$ cat src/rtl/seq_mult_unit.sv
// Multi-cycle shift-add multiplier serving MULT/MULTU: one multiplier bit per cycle,
// sign handled by multiplying magnitudes and negating the 2*WIDTH-bit product at the end.
module seq_mult_unit #(
    parameter int WIDTH = 32,
    localparam int CNT_W = $clog2(WIDTH + 1)
) (
    input  logic             clock,
    input  logic             reset,
    input  logic             start,
    input  logic             is_signed,
    input  logic [WIDTH-1:0] a,
    input  logic [WIDTH-1:0] b,
    output logic             busy,
    output logic             done,
    output logic [WIDTH-1:0] hi,
    output logic [WIDTH-1:0] lo,
    output logic [1:0]       state_out
);

    typedef enum logic [1:0] {
        S_IDLE = 2'd0,
        S_CALC = 2'd1,
        S_FIX  = 2'd2
    } state_e;

    state_e               state_q, state_d;
    logic                 neg_q, neg_d;
    logic [2*WIDTH-1:0]   mcand_q, mcand_d;
    logic [WIDTH-1:0]     mplier_q, mplier_d;
    logic [2*WIDTH-1:0]   acc_q, acc_d;
    logic [CNT_W-1:0]     cnt_q, cnt_d;
    logic [WIDTH-1:0]     hi_q, hi_d;
    logic [WIDTH-1:0]     lo_q, lo_d;
    logic                 done_q, done_d;
    logic [WIDTH-1:0]     a_mag, b_mag;

    // Magnitudes fit in WIDTH unsigned bits, including the most-negative operand.
    assign a_mag = (is_signed && a[WIDTH-1]) ? -a : a;
    assign b_mag = (is_signed && b[WIDTH-1]) ? -b : b;

    always_comb begin
        // NOTE: every signal gets its hold value first so no path leaves it unassigned (no latches).
        state_d  = state_q;
        neg_d    = neg_q;
        mcand_d  = mcand_q;
        mplier_d = mplier_q;
        acc_d    = acc_q;
        cnt_d    = cnt_q;
        hi_d     = hi_q;
        lo_d     = lo_q;
        done_d   = 1'b0;

        case (state_q)
            S_IDLE: begin
                if (start) begin
                    neg_d    = is_signed & (a[WIDTH-1] ^ b[WIDTH-1]);
                    mcand_d  = {{WIDTH{1'b0}}, a_mag};
                    mplier_d = b_mag;
                    acc_d    = '0;
                    cnt_d    = '0;
                    state_d  = S_CALC;
                end
            end
            S_CALC: begin
                if (mplier_q[0]) begin
                    acc_d = acc_q + mcand_q;
                end
                mcand_d  = mcand_q << 1;
                mplier_d = mplier_q >> 1;
                cnt_d    = cnt_q + CNT_W'(1);
                if (cnt_q == CNT_W'(WIDTH - 1)) begin
                    state_d = S_FIX;
                end
            end
            S_FIX: begin
                {hi_d, lo_d} = neg_q ? -acc_q : acc_q;
                done_d       = 1'b1;
                state_d      = S_IDLE;
            end
            default: begin
                state_d = S_IDLE;
            end
        endcase
    end

    // NOTE: sequential state uses non-blocking assignments so all flops update together.
    always_ff @(posedge clock or posedge reset) begin
        if (reset) begin
            state_q  <= S_IDLE;
            neg_q    <= 1'b0;
            mcand_q  <= '0;
            mplier_q <= '0;
            acc_q    <= '0;
            cnt_q    <= '0;
            hi_q     <= '0;
            lo_q     <= '0;
            done_q   <= 1'b0;
        end else begin
            state_q  <= state_d;
            neg_q    <= neg_d;
            mcand_q  <= mcand_d;
            mplier_q <= mplier_d;
            acc_q    <= acc_d;
            cnt_q    <= cnt_d;
            hi_q     <= hi_d;
            lo_q     <= lo_d;
            done_q   <= done_d;
        end
    end

    assign busy      = (state_q == S_CALC) || (state_q == S_FIX);
    assign done      = done_q;
    assign hi        = hi_q;
    assign lo        = lo_q;
    assign state_out = state_q;

endmodule
$ cat config.mk
export PLATFORM = sky130hd
export DESIGN_NAME = seq_mult_unit
export DESIGN_NICKNAME = d
export VERILOG_FILES = /design/src/rtl/seq_mult_unit.sv
export SDC_FILE = /design/constraint.sdc
export NUM_CORES = 1
export LEC_CHECK = 0
export CORE_UTILIZATION = 47
export DETAILED_ROUTE_END_ITERATION = 16
export GPL_TIMING_DRIVEN = 0
export PLACE_DENSITY = 0.67
export SLEW_MARGIN = 40
export SYNTH_ARGS = -nofsm -noshare
export SYNTH_HDL_FRONTEND = slang
export SYNTH_SLANG_ARGS = --single-unit
export TNS_END_PERCENT = 100
$ cat constraint.sdc
create_clock -name clock -period 9.5 [get_ports clock]
set_clock_uncertainty 0.1 [all_clocks]
set_input_delay 1.9 -clock clock [delete_from_list [all_inputs] [get_ports clock]]
set_output_delay 1.9 -clock clock [all_outputs]
set_load 0.1 [all_outputs]
==> results.cfg <==
[routing]
drtIter0Drc = 845
final_antenna_net_count = 0
met3WireLength_um = 1825
dr_wl_met2_um = 20310
top_layer_used = met4
drt-wirelength-per-cell_um = 18.33
dr.pass1.iters = 5
wirelength_um = 43270
viasPerCell = 5.741
drt-met1-wl_um = 20010
drc = 0
vias = 13550

[power_and_ir_drop]
clockPowerShare = 0.249
peakVddDrop_mv = 0.1968
seq_power_share = 0.301
swShare = 0.4369
powerDensity_nw_per_um2 = 281.4
p_int_uw = 2804
p_leak_uw = 0.007969
pwr-share-comb = 0.449
power.switching_uw = 2175

[final_layout]
synthToLayoutAreaGrowth_pct = 17.97
fin_util = 0.5622
fin_cells = 2360
drive_above_1_share = 0.07967
fin_nets = 2078
antenna_cells = 0
final_cell_area_um2 = 17690

[floorplanning]
core_area_um2 = 31470
rows = 65
dieArea_um2 = 32630
ios = 136
die_x_um = 180.6
initial_core_util = 0.4765
dieHeight_um = 180.6

[clocking]
cts.path.max_buffers = 3
cts_num_sinks = 234
clkLatencyLatePin_ps = 550
hold_buffers = 0
cts_buffers = 28
clk_pin_slew_ps = 60
post_cts_resized = 0
cts-htree-levels = 1
post-cts-setup-buffers = 0
cts_tree = built
cts-root-buf = clkbuf_16

[hold_path]
holdCritStartpoint = mplier_q[7]
hold_depth = 2
min_path_type = flop to flop
min_to = mplier_q[7]

[placement]
placed_area_um2 = 16620
dp_cells = 2311
dpl_worst_slack_ps = 4286
dp_hpwl_um = 33030
gp_congestion = 0.9479
port_buffers = 135

[logic_synthesis]
ys_seq_area_frac = 0.3904
postSynthAreaPerCell_um2 = 8.469
syn-num-nets = 1910
async_reset_ff_frac = 1.000
netlist_instances = 1771
netlist_area_um2 = 15000
synth_edf_count = 0
synth.distinct_cells = 64
yosysWarnings = 0
ys.flop_type = dfrtp_1
synth-seq-cells = 234

[timing]
worst_pin_slew_ps = 868.5
fin_tns_setup_ps = 0
hold_viol = 0
maxSlewViolCount = 0
fmax_mhz = 214.3
setup_ws_ps = 4833
rsz0062_at_grt = no
relSlewSlack = 0.4210
post-route-min-period_ps = 4667
setup_violations = 0
fin_crit_sh = 0.4913

[global_route]
grt_pass1_wl_um = 70540
track_usage = 0.2696
grt_pass1_vias = 13100
antenna_found_initial = 0
grt_overflow_total = 0
grt_max_degree = 83

[setup_path]
cp-start-kind = primary input
crit_arrival_ps = 4980
timing.rr.end = acc_q[58]
rrSetupSlack_ps = 4860
worst_setup_path_end_kind = flop
regToRegStartpoint = mcand_q[0]
crit_fanout = 5
crit_required_ps = 9820
critical_path_class = primary input to flop
reg2reg_depth = 13

[job]
cap_violations = 0

[outcome]
outcome = finished clean
==> power groups by stage <==
stage	clock network, uW	registers (uW)	logic, uW
after floorplan	0	1430	1630
after global placement	0	1510	2200
after detailed placement	0	1510	2230
after CTS	1260	1500	2250
after global routing	1310	1540	2510
final	1240	1500	2240
==> sequential cells by signal, indices dropped and copies added (netlist names) <==
register,flops
acc_q,64
mcand_q,64
hi,32
lo,32
mplier_q,32
cnt_q,6
state_out,2
done,1
neg_q,1
==> cells in the mapped netlist (11+ instances only) <==
cell type  instances  area, um2
dfrtp_1          234       5856
a31oi_1           11      68.82
o21ai_0          191      955.9
a21o_1            22      165.2
a22o_1            34      297.8
inv_1             36      135.1
o41ai_1           17      148.9
nand4_1           20      125.1
or3_1             18      112.6
ha_1              70      875.8
and3_1            11      68.82
nor3_1            18      90.09
nor2_1           180      675.7
o31ai_1           33      247.7
xnor2_1           63      551.8
or4_1             14      105.1
o21bai_1          15      112.6
clkbuf_1          89      334.1
nand2b_1          12      75.07
nand2_1          206      773.2
a21oi_1          233       1166
nand3_1           14      70.07
xor2_1           108      945.9
nor4_1            14      87.58
==> cell usage in the layout, fill, tap and decap left out, types with 15 or more instances in the layout <==
| cell type | instances |
|---|---|
| dfrtp_1 | 234 |
| a21oi_1 | 233 |
| nand2_1 | 206 |
| o21ai_0 | 191 |
| nor2_1 | 180 |
| xor2_1 | 108 |
| clkbuf_1 | 88 |
| ha_1 | 70 |
| buf_2 | 68 |
| clkdlybuf4s50_1 | 67 |
| xnor2_1 | 63 |
| inv_1 | 35 |
| a22o_1 | 34 |
| o31ai_1 | 33 |
| clkbuf_16 | 29 |
| a21o_1 | 22 |
| nand4_1 | 20 |
| or3_1 | 18 |
| nor3_1 | 18 |
| o41ai_1 | 17 |
| o21bai_1 | 15 |
==> layout make-up <==
class	instances	area [um2]
fill	2912	13780
multi-input combinational	1406	8661
buffer	95	369.1
sequential	234	5856
clock buffer	34	774.5
timing repair buffer	138	1094
inverter	36	142.6
clock inverter	15	294.0
tap	402	503.0
==> cells by family after synthesis <==
family	share of synthesized area
compound gates	0.2484
simple gates	0.1633
flops	0.3904
xor+xnor	0.09986
buf+inv	0.03329
fa+ha+maj	0.05973
mux	0.005005
==> critical path: stages <==
cell	delay, ps
clkdlybuf4s50_1	490
inv_1	100
ha_1	180
or3b_2	480
or4_1	440
nor2b_1	280
a31oi_1	220
a21oi_1	290
o21ai_0	180
xnor2_1	180
nand2_1	70
o21ai_0	90
a21oi_1	80
==> layer usage <==
layer  up-vias  GRT usage
met3        66    0.02749
met5         -          0
met4         0    0.07932
met1      6441     0.3674
met2       338     0.4527
li1       6704          -
==> worst max-delay path by stage <==
stage,endpoint,slack [ps],from,cells past startpoint
after CTS,mplier_q[30],4850,b[0],13
after detailed placement,mplier_q[30],4290,b[0],13
after global routing,mplier_q[30],4600,b[0],13
after floorplan,acc_q[0],1080,reset,1
after global placement,acc_q[5],-1770,reset,2
final,mplier_q[30],4830,b[0],13
==> metrics by stage <==
| step | power, uW | hold WS, ps |
|---|---|---|
| CTS | 5002 | 382.4 |
| detailed placement | 3745 | 370.1 |
| global placement | 3708 | 362.6 |
| floorplan | 3057 | 344.6 |
| finish | 4979 | 381.3 |
| global route | 5356 | 400.3 |
(Power assumes the default switching activity.)
